--- src/rtl/gnrl_freelist128_module.sv ---
`default_nettype none
// ============================================================================
// Module      : gnrl_freelist128_module
// Description : 128-entry free-list allocator. Offers one reserved free index
//               per cycle in round-robin order from a rotating start pointer
//               and accepts up to two index releases per cycle.
// Revision    : 1.0 - initial release
// ============================================================================
module gnrl_freelist128_module (
    input  logic       clk,
    input  logic       rst,
    input  logic       i_flush,
    input  logic       i_alloc_req,
    output logic       o_alloc_vld,
    output logic [6:0] o_alloc_idx,
    input  logic       i_free0_vld,
    input  logic [6:0] i_free0_idx,
    input  logic       i_free1_vld,
    input  logic [6:0] i_free1_idx,
    output logic [7:0] o_free_cnt,
    output logic       o_empty,
    output logic       o_err
);

    localparam logic [127:0] ALL_FREE  = {128{1'b1}};
    localparam logic [7:0]   FULL_CNT  = 8'd128;

    // map bit set = entry free and not sitting in the offer slot
    logic [127:0] map;
    logic [6:0]   ptr;

    logic         hi_hit;
    logic [6:0]   hi_idx;
    logic         any_hit;
    logic [6:0]   any_idx;
    logic         cand_vld;
    logic [6:0]   cand;

    logic         alloc;
    logic         load;
    logic         rel0_ok;
    logic         rel1_ok;
    logic         err_set;
    logic [127:0] map_nxt;
    logic [7:0]   cnt_nxt;

    // Round-robin search: lowest free index at/above ptr, else lowest overall.
    // The loop walks downward so the last hit written is the lowest index.
    always_comb begin
        hi_hit  = 1'b0;
        hi_idx  = 7'd0;
        any_hit = 1'b0;
        any_idx = 7'd0;
        for (int i = 127; i >= 0; i--) begin
            if (map[i]) begin
                any_hit = 1'b1;
                any_idx = 7'(i);
                if (7'(i) >= ptr) begin
                    hi_hit = 1'b1;
                    hi_idx = 7'(i);
                end
            end
        end
    end

    assign cand_vld = hi_hit | any_hit;
    assign cand     = hi_hit ? hi_idx : any_idx;

    // A request without a valid offer is simply ignored.
    assign alloc = i_alloc_req & o_alloc_vld;
    // Slot refills whenever it is empty or being consumed this edge.
    assign load  = (~o_alloc_vld | alloc) & cand_vld;

    // A release is legal only for an entry that is truly outstanding: not
    // already free, not the one on offer, and not duplicated across ports.
    assign rel0_ok = i_free0_vld & ~map[i_free0_idx]
                   & ~(o_alloc_vld & (i_free0_idx == o_alloc_idx));
    assign rel1_ok = i_free1_vld & ~map[i_free1_idx]
                   & ~(o_alloc_vld & (i_free1_idx == o_alloc_idx))
                   & ~(i_free0_vld & (i_free1_idx == i_free0_idx));
    assign err_set = (i_free0_vld & ~rel0_ok) | (i_free1_vld & ~rel1_ok);

    // Next map: reserve the candidate, set released bits. The two never
    // collide because a candidate bit is 1 and a legal release bit is 0.
    always_comb begin
        map_nxt = map;
        if (load) begin
            map_nxt[cand] = 1'b0;
        end
        if (rel0_ok) begin
            map_nxt[i_free0_idx] = 1'b1;
        end
        if (rel1_ok) begin
            map_nxt[i_free1_idx] = 1'b1;
        end
    end

    // Free count includes the reserved slot, so only a completed handshake
    // decrements it.
    assign cnt_nxt = o_free_cnt + {7'd0, rel0_ok} + {7'd0, rel1_ok} - {7'd0, alloc};

    // State update: reset, then flush, then normal alloc/release traffic.
    always_ff @(posedge clk) begin
        if (rst) begin
            map         <= ALL_FREE;
            o_alloc_vld <= 1'b0;
            o_alloc_idx <= 7'd0;
            ptr         <= 7'd0;
            o_free_cnt  <= FULL_CNT;
            o_err       <= 1'b0;
        end else if (i_flush) begin
            map         <= ALL_FREE;
            o_alloc_vld <= 1'b0;
            ptr         <= 7'd0;
            o_free_cnt  <= FULL_CNT;
        end else begin
            map        <= map_nxt;
            o_free_cnt <= cnt_nxt;
            if (load) begin
                o_alloc_vld <= 1'b1;
                o_alloc_idx <= cand;
                ptr         <= cand + 7'd1;
            end else if (alloc) begin
                o_alloc_vld <= 1'b0;
            end
            if (err_set) begin
                o_err <= 1'b1;
            end
        end
    end

    assign o_empty = (o_free_cnt == 8'd0);

endmodule
`default_nettype wire

--- config.mk ---
export PLATFORM = sky130hd
export DESIGN_NAME = gnrl_freelist128_module
export DESIGN_NICKNAME = d
export VERILOG_FILES = /design/src/rtl/gnrl_freelist128_module.sv
export SDC_FILE = /design/constraint.sdc
export NUM_CORES = 1
export LEC_CHECK = 0
export ABC_AREA = 1
export ABC_CLOCK_PERIOD_IN_PS = 21300
export CORE_ASPECT_RATIO = 2
export CORE_MARGIN = 2
export CORE_UTILIZATION = 55
export CTS_BUF_LIST = sky130_fd_sc_hd__clkbuf_4 sky130_fd_sc_hd__clkbuf_8 sky130_fd_sc_hd__clkbuf_16
export DETAILED_ROUTE_END_ITERATION = 7
export GPL_TIMING_DRIVEN = 0
export MAX_ROUTING_LAYER = met4
export PLACE_DENSITY = 0.8
export SLEW_MARGIN = 20
export SYNTH_ARGS = -nofsm -noshare
export SYNTH_HDL_FRONTEND = slang
export SYNTH_SLANG_ARGS = --single-unit
--- constraint.sdc ---
create_clock -name clk -period 21.3 [get_ports clk]
set_input_delay 2.13 -clock clk [delete_from_list [all_inputs] [get_ports clk]]
set_output_delay 2.13 -clock clk [all_outputs]
set_load 0.02 [all_outputs]
==> results of run 1 <==
-- logic make-up after synthesis --
| group | count (synthesis) | share of synthesized area |
|---|---|---|
| buffers and inverters | 434 | 0.124 |
| XOR/XNOR | 11 | 0.00714 |
| AND/OR/NAND/NOR | 1052 | 0.322 |
| AO/OA/AOI/OAI | 637 | 0.308 |
| flip-flops | 152 | 0.225 |
| adder cells (fa/ha/maj) | 13 | 0.0132 |
-- through the flow --
stage	utilization	hold WS [ps]
4_1_cts	0.611	471
3_5_place_dp	0.586	462
3_3_place_gp	0.582	452
2_1_floorplan	-	447
-- per-layer routing --
metal | GRT overflow | GRT usage
met1 | 0 | 0.671
met2 | 2 | 0.853
met3 | 0 | 0.356
met4 | 6 | 0.652
met5 | - | -
==> report_table.html, run 1 <==
<table>
<tr><th>Metric</th><th>Value</th></tr>
<tr><th colspan="2">Clock network</th></tr>
<tr><td>Number of gates resized after cts</td><td>0</td></tr>
<tr><td>Max clock buf depth</td><td>2</td></tr>
<tr><td>Number of H-tree levels</td><td>4</td></tr>
<tr><td>Master cell of the clock root buffer</td><td>clkbuf_16</td></tr>
<tr><td>Clock Sink Count</td><td>roughly 150</td></tr>
<tr><td>TritonCTS Buffers</td><td>17</td></tr>
<tr><td>Buffers inserted by post-CTS timing repair</td><td>0</td></tr>
<tr><td>Hold Buf Count CTS</td><td>0</td></tr>
<tr><th colspan="2">Place</th></tr>
<tr><td>Placed wire-length estimate</td><td>between 50000 and 60000 µm</td></tr>
<tr><td>Placed instance area</td><td>~14000 µm²</td></tr>
<tr><td>Number of placed cells counting well taps</td><td>2625</td></tr>
<tr><td>Routability cong.</td><td>between 1 and 1.5</td></tr>
<tr><td>IO buf count</td><td>30</td></tr>
<tr><td>Setup Slack @ Placement</td><td>11320 ps</td></tr>
<tr><th colspan="2">Synth</th></tr>
<tr><td>Register bit count reported by yosys</td><td>~150</td></tr>
<tr><td>Sequential area share after synthesis</td><td>0.225</td></tr>
<tr><td>Top-count cell post-synth</td><td>nand2_1</td></tr>
<tr><td>Synth cell count leaders</td><td>nand2_1 (631), inv_1 (342), nor2_1 (208)</td></tr>
<tr><td>Mapped Nets</td><td>2332</td></tr>
<tr><td>Dominant cells by area after synthesis</td><td>dfxtp_1 (23%), nand2_1 (18%), inv_1 (9.5%), a221oi_1 (9.0%), o21ai_0 (6.2%)</td></tr>
<tr><td>Number of distinct library cells after synthesis</td><td>47</td></tr>
<tr><td>Synth Warn #</td><td>0</td></tr>
<tr><td>Post-synth top flop</td><td>dfxtp_1</td></tr>
<tr><td>Mapped Avg Cell Area</td><td>5.87 µm²</td></tr>
<tr><td>Area share of the largest cell type after synthesis</td><td>0.225</td></tr>
<tr><td>Synth area leader</td><td>dfxtp_1</td></tr>
<tr><td>Synth Instances</td><td>about 2300</td></tr>
<tr><td>Post-synth EDFFs</td><td>0</td></tr>
<tr><td>Post-synthesis cell area</td><td>13500 µm²</td></tr>
<tr><td>Share of async-settable or async-resettable flops after synthesis</td><td>0</td></tr>
<tr><th colspan="2">Die</th></tr>
<tr><td>Starting density of the core</td><td>0.555</td></tr>
<tr><td>Std-Cell Rows</td><td>a little over 80</td></tr>
<tr><td>Count of pins on the block boundary</td><td>38</td></tr>
<tr><td>Die boundary width</td><td>between 100 and 150 µm</td></tr>
<tr><td>Die height</td><td>about 230 µm</td></tr>
<tr><th colspan="2">Global route</th></tr>
<tr><td>Congestion Overflow GR</td><td>8</td></tr>
<tr><td>Via count of the first global-routing pass</td><td>19100</td></tr>
<tr><td>Global-route wire length before repair</td><td>123000 µm</td></tr>
<tr><td>Total global-route track usage</td><td>0.656</td></tr>
<tr><td>Pin count of the biggest net entering global routing</td><td>17</td></tr>
<tr><th colspan="2">Status</th></tr>
<tr><td>Run-stopping error</td><td>[ERROR GRT-0116] Global routing finished with congestion. Check the congestion regions in the DRC Viewer.</td></tr>
<tr><td>Halt point of the flow</td><td>5_1_grt</td></tr>
<tr><td>Status</td><td>did not finish</td></tr>
</table>
==> run 2: changes to the inputs <==
==> config.mk (replaced) <==
export PLATFORM = sky130hd
export DESIGN_NAME = gnrl_freelist128_module
export DESIGN_NICKNAME = d
export VERILOG_FILES = /design/src/rtl/gnrl_freelist128_module.sv
export SDC_FILE = /design/constraint.sdc
export NUM_CORES = 1
export LEC_CHECK = 0
export ABC_AREA = 1
export ABC_CLOCK_PERIOD_IN_PS = 21300
export CORE_MARGIN = 2
export CORE_UTILIZATION = 40
export DETAILED_ROUTE_END_ITERATION = 7
export GPL_TIMING_DRIVEN = 0
export PLACE_DENSITY_LB_ADDON = 0.15
export SLEW_MARGIN = 20
export SYNTH_ARGS = -nofsm -noshare
export SYNTH_HDL_FRONTEND = slang
export SYNTH_SLANG_ARGS = --single-unit
==> run 2 against run 1 <==
  * The run now ends clean
  * Synthesized cell count unchanged
  * Area after synthesis unchanged
==> report_table.html, run 2 <==
<table>
<tr><th>Metric</th><th>Value</th></tr>
<tr><th colspan="2">Status</th></tr>
<tr><td>Status</td><td>finished, final reports clean (was did not finish)</td></tr>
<tr><th colspan="2">Worst setup path</th></tr>
<tr><td>Slowest Stage Delay on Critical Path</td><td>~750 ps</td></tr>
<tr><td>Number of cells traversed by the worst register-to-register path</td><td>124</td></tr>
<tr><td>Data required time of the worst path</td><td>approximately 22000 ps</td></tr>
<tr><td>Total stage count of the critical path</td><td>around 120</td></tr>
<tr><td>Slowest library cell on the worst path</td><td>nor2_1</td></tr>
<tr><td>Endpoint type of the worst setup path</td><td>register</td></tr>
<tr><td>Cell family with most CP delay</td><td>simple AND/OR/NAND/NOR gates</td></tr>
<tr><td>Critical Path Fanout Max</td><td>10</td></tr>
<tr><td>Source of the worst register-to-register timing path</td><td>ptr[2]</td></tr>
<tr><td>Cell occurring most often along the worst timing path</td><td>nand2_1</td></tr>
<tr><td>CP startpoint kind</td><td>register</td></tr>
<tr><td>Reg-to-reg setup timing slack</td><td>approximately 11000 ps</td></tr>
<tr><td>Critical Setup Path Class</td><td>reg -&gt; reg</td></tr>
<tr><td>Crit path buffers/inverters</td><td>5</td></tr>
<tr><td>Endpoint of the worst register-to-register path</td><td>map[92]</td></tr>
<tr><td>Crit path arrival time</td><td>10190 ps</td></tr>
<tr><th colspan="2">Synth</th></tr>
<tr><td>Dominant cells by area after synthesis</td><td>dfxtp_1 (23%), nand2_1 (18%), inv_1 (9.5%), a221oi_1 (9.0%), o21ai_0 (6.2%) (unchanged)</td></tr>
<tr><td>Share of async-settable or async-resettable flops after synthesis</td><td>0 (unchanged)</td></tr>
<tr><td>Top-count cell post-synth</td><td>nand2_1 (unchanged)</td></tr>
<tr><td>Register bit count reported by yosys</td><td>152 (unchanged)</td></tr>
<tr><td>Synth Warn #</td><td>0 (unchanged)</td></tr>
<tr><td>Synth Instances</td><td>2299 (unchanged)</td></tr>
<tr><td>Synth area leader</td><td>dfxtp_1 (unchanged)</td></tr>
<tr><td>Post-synth top flop</td><td>dfxtp_1 (unchanged)</td></tr>
<tr><td>Post-synth EDFFs</td><td>0 (unchanged)</td></tr>
<tr><td>Sequential area share after synthesis</td><td>0.225 (unchanged)</td></tr>
<tr><td>Number of distinct library cells after synthesis</td><td>47 (unchanged)</td></tr>
<tr><td>Synth cell count leaders</td><td>nand2_1 (631), inv_1 (342), nor2_1 (208) (unchanged)</td></tr>
<tr><td>Area share of the largest cell type after synthesis</td><td>0.225 (unchanged)</td></tr>
<tr><td>Post-synthesis cell area</td><td>13500 µm² (unchanged)</td></tr>
<tr><td>Mapped Nets</td><td>2332 (unchanged)</td></tr>
<tr><td>Mapped Avg Cell Area</td><td>5.87 µm² (unchanged)</td></tr>
<tr><th colspan="2">Timing</th></tr>
<tr><td>Achievable Freq</td><td>0.102 GHz</td></tr>
<tr><td>Post-Route Skew</td><td>about 14 ps</td></tr>
<tr><td>Worst Hold Margin</td><td>roughly 470 ps</td></tr>
<tr><td>Remaining max-slew budget at the tightest pin</td><td>0.157</td></tr>
<tr><td>Number of slew-limit violations in the final report</td><td>0</td></tr>
<tr><td>Min Clock Period, post-route</td><td>9850 ps</td></tr>
<tr><td># setup viols final</td><td>0</td></tr>
<tr><td>Measured slew at the worst slew-check pin</td><td>between 1000 and 1500 ps</td></tr>
<tr><td>Hold violation count in the final report</td><td>0</td></tr>
<tr><td>Unrepaired setup endpoints after global routing</td><td>no</td></tr>
<tr><td>Portion of the clock cycle consumed by the worst path in the final layout</td><td>0.463</td></tr>
<tr><td>Total Neg Setup Slack</td><td>0 ps</td></tr>
<tr><td>Final critical-path setup slack</td><td>11450 ps</td></tr>
<tr><th colspan="2">Clock network</th></tr>
<tr><td>Number of H-tree levels</td><td>4 (unchanged)</td></tr>
<tr><td>Max clock buf depth</td><td>2 (unchanged)</td></tr>
<tr><td>Number of gates resized after cts</td><td>0 (unchanged)</td></tr>
<tr><td>Hold Buf Count CTS</td><td>0 (unchanged)</td></tr>
<tr><td>Insertion delay of the later-clocked pin in the worst-skew pair</td><td>about 450 ps</td></tr>
<tr><td>Clock Sink Count</td><td>152 (unchanged)</td></tr>
<tr><td>Clk pin slew, worst setup/hold paths</td><td>roughly 60 ps</td></tr>
<tr><td>Buffers inserted by post-CTS timing repair</td><td>0 (unchanged)</td></tr>
<tr><td>CTS tree</td><td>built</td></tr>
<tr><td>Master cell of the clock root buffer</td><td>clkbuf_16 (unchanged)</td></tr>
<tr><td>TritonCTS Buffers</td><td>17 (unchanged)</td></tr>
<tr><th colspan="2">Detailed routing</th></tr>
<tr><td>Metal-1 WL</td><td>~30000 µm</td></tr>
<tr><td>Highest metal layer used by the detailed router</td><td>met4</td></tr>
<tr><td>Drt via density</td><td>between 6 and 7</td></tr>
<tr><td>Number of violations reported at the end of detailed-routing iteration 0</td><td>3093</td></tr>
<tr><td>Remaining antenna violation count after routing</td><td>0</td></tr>
<tr><td>Met2 wirelength from detailed routing</td><td>31800 µm</td></tr>
<tr><td>Sum of met3 wire segment lengths after detailed routing</td><td>between 9000 and 10000 µm</td></tr>
<tr><td>Pre-antenna DRT Iters</td><td>6</td></tr>
<tr><td>Drt drc</td><td>0</td></tr>
<tr><td>Avg WL per Cell</td><td>around 27 µm</td></tr>
<tr><td>Final routed wirelength across all metal layers</td><td>76900 µm</td></tr>
<tr><td>Total number of vias</td><td>between 15000 and 20000</td></tr>
<tr><th colspan="2">Global route</th></tr>
<tr><td>Congestion Overflow GR</td><td>0</td></tr>
<tr><td>Global-route wire length before repair</td><td>around 110000 µm</td></tr>
<tr><td>Pin count of the biggest net entering global routing</td><td>17</td></tr>
<tr><td>Via count of the first global-routing pass</td><td>between 15000 and 20000</td></tr>
<tr><td>Total global-route track usage</td><td>0.423</td></tr>
<tr><td>Number of antenna violations at the first check in global routing</td><td>1</td></tr>
<tr><th colspan="2">Place</th></tr>
<tr><td>Placed wire-length estimate</td><td>60600 µm (was 58600 µm)</td></tr>
<tr><td>IO buf count</td><td>30 (unchanged)</td></tr>
<tr><td>Setup Slack @ Placement</td><td>11840 ps (was 11320 ps)</td></tr>
<tr><td>Number of placed cells counting well taps</td><td>2786 (was 2625)</td></tr>
<tr><td>Routability cong.</td><td>1.06 (was 1.27)</td></tr>
<tr><th colspan="2">Die</th></tr>
<tr><td>Starting density of the core</td><td>0.405 (was 0.555)</td></tr>
<tr><td>Die height</td><td>188 µm (was 226 µm)</td></tr>
<tr><td>Std-Cell Rows</td><td>67 (was 81)</td></tr>
<tr><td>Die Outline Area</td><td>~35000 µm²</td></tr>
<tr><td>Die boundary width</td><td>188 µm (was 115 µm)</td></tr>
<tr><td>Count of pins on the block boundary</td><td>38 (unchanged)</td></tr>
<tr><td>Area of the core</td><td>roughly 33000 µm²</td></tr>
<tr><th colspan="2">Finish</th></tr>
<tr><td>Top reg by flops</td><td>map</td></tr>
<tr><td>Total Nets Final</td><td>roughly 2400</td></tr>
<tr><td>Top library cells by usage in the layout, fill and taps aside</td><td>nand2_1 (631), inv_1 (342), nor2_1 (208)</td></tr>
<tr><td>Non-filler instance count after layout</td><td>~2800</td></tr>
<tr><td>Max reg flops</td><td>128</td></tr>
<tr><td>Area added between synthesis and finish</td><td>11.9%</td></tr>
<tr><td>Layout cells sized above 1</td><td>0.0367</td></tr>
<tr><td>Commonest non-fill, non-tap cell in the layout</td><td>nand2_1</td></tr>
<tr><td>Biggest registers after layout</td><td>map (128), o_free_cnt (8)</td></tr>
<tr><th colspan="2">Min path</th></tr>
<tr><td>Type of the tightest min-delay check</td><td>reg -&gt; reg</td></tr>
<tr><td>Hold-critical path depth</td><td>2</td></tr>
<tr><td>Hold wc startpoint</td><td>o_err</td></tr>
<tr><td>Endpoint with the worst hold slack</td><td>o_err</td></tr>
<tr><th colspan="2">Power</th></tr>
<tr><td>Cell Pwr Density</td><td>between 50 and 60 nW/µm²</td></tr>
<tr><td>Static power due to leakage</td><td>around 0.0067 µW</td></tr>
<tr><td>Maximum vdd drop</td><td>between 0.07 and 0.08 mV</td></tr>
<tr><th colspan="2">Flow run</th></tr>
<tr><td>Max-capacitance violation count</td><td>0</td></tr>
</table>
-- run 2: cell counts after synthesis --
Identical to the previous run, type by type.
-- run 2: cell type report --
class                   instances  area [µm²]
diodes                          1        2.50
plain buffers                  83         357
clock buffers                  20         457
clock inverters                12         165
fillers                      3740       18300
inverters                     351        1320
multi-input cells            1713        8830
flip-flops and latches        152        3040
well taps                     448         561
repair buffers                 39         375
-- run 2: where the power goes --
part / internal (µW) / total, µW / switching (µW)
Clock: 192 / 327 / 135
Combinational: 49.1 / 175 / 126
Sequential: 289 / 294 / 5.52
Total: 530 / 797 / 267
-- run 2: stage by stage --
| stage | instance area [µm²] | total power (µW) | utilization |
|---|---|---|---|
| floorplan | 13500 | 397 | - |
| global placement | 14400 | 465 | 0.430 |
| detailed placement | 14500 | 467 | 0.434 |
| CTS | 15100 | 787 | 0.453 |
| global route | 15100 | 817 | 0.453 |
| finish | 15100 | 797 | 0.453 |
-- run 2: worst max path at each step --
| stage | start | endpoint | slack (ps) |
|---|---|---|---|
| floorplan | ptr[5] | ptr[4] | 13970 |
| global placement | ptr[2] | map[92] | 11790 |
| detailed placement | ptr[2] | map[92] | 11840 |
| CTS | ptr[2] | map[92] | 11790 |
| global route | ptr[2] | map[92] | 10320 |
| finish | ptr[2] | map[92] | 11450 |
-- run 2: cell families (layout without fill, tap and decap cells) --
logic type                 Yosys count  in the layout  synth area share
and+or+nand+nor                   1052           1052             0.322
AOI/OAI and AO/OA                  637            637             0.308
buffers and inverters              434            505             0.124
DFF                                152            152             0.225
adders and majority gates           13             13            0.0132
xor gates and xnor gates            11             11           0.00714
other                                0              1                 0
-- run 2: routing by layer --
metal  global-route usage  vias to the layer above
met1                0.549                     8423
met4                0.265                        0
met2                0.631                     1437
met5                    0                        -
met3                0.101                      329
li1                     -                     8099
-- run 2: worst min-delay path, cell delays in order (launching register included) --
cell and delay [ps]:
dfxtp_1 330, a21oi_1 40, nor2_1 70
(Power assumes the default switching activity.)
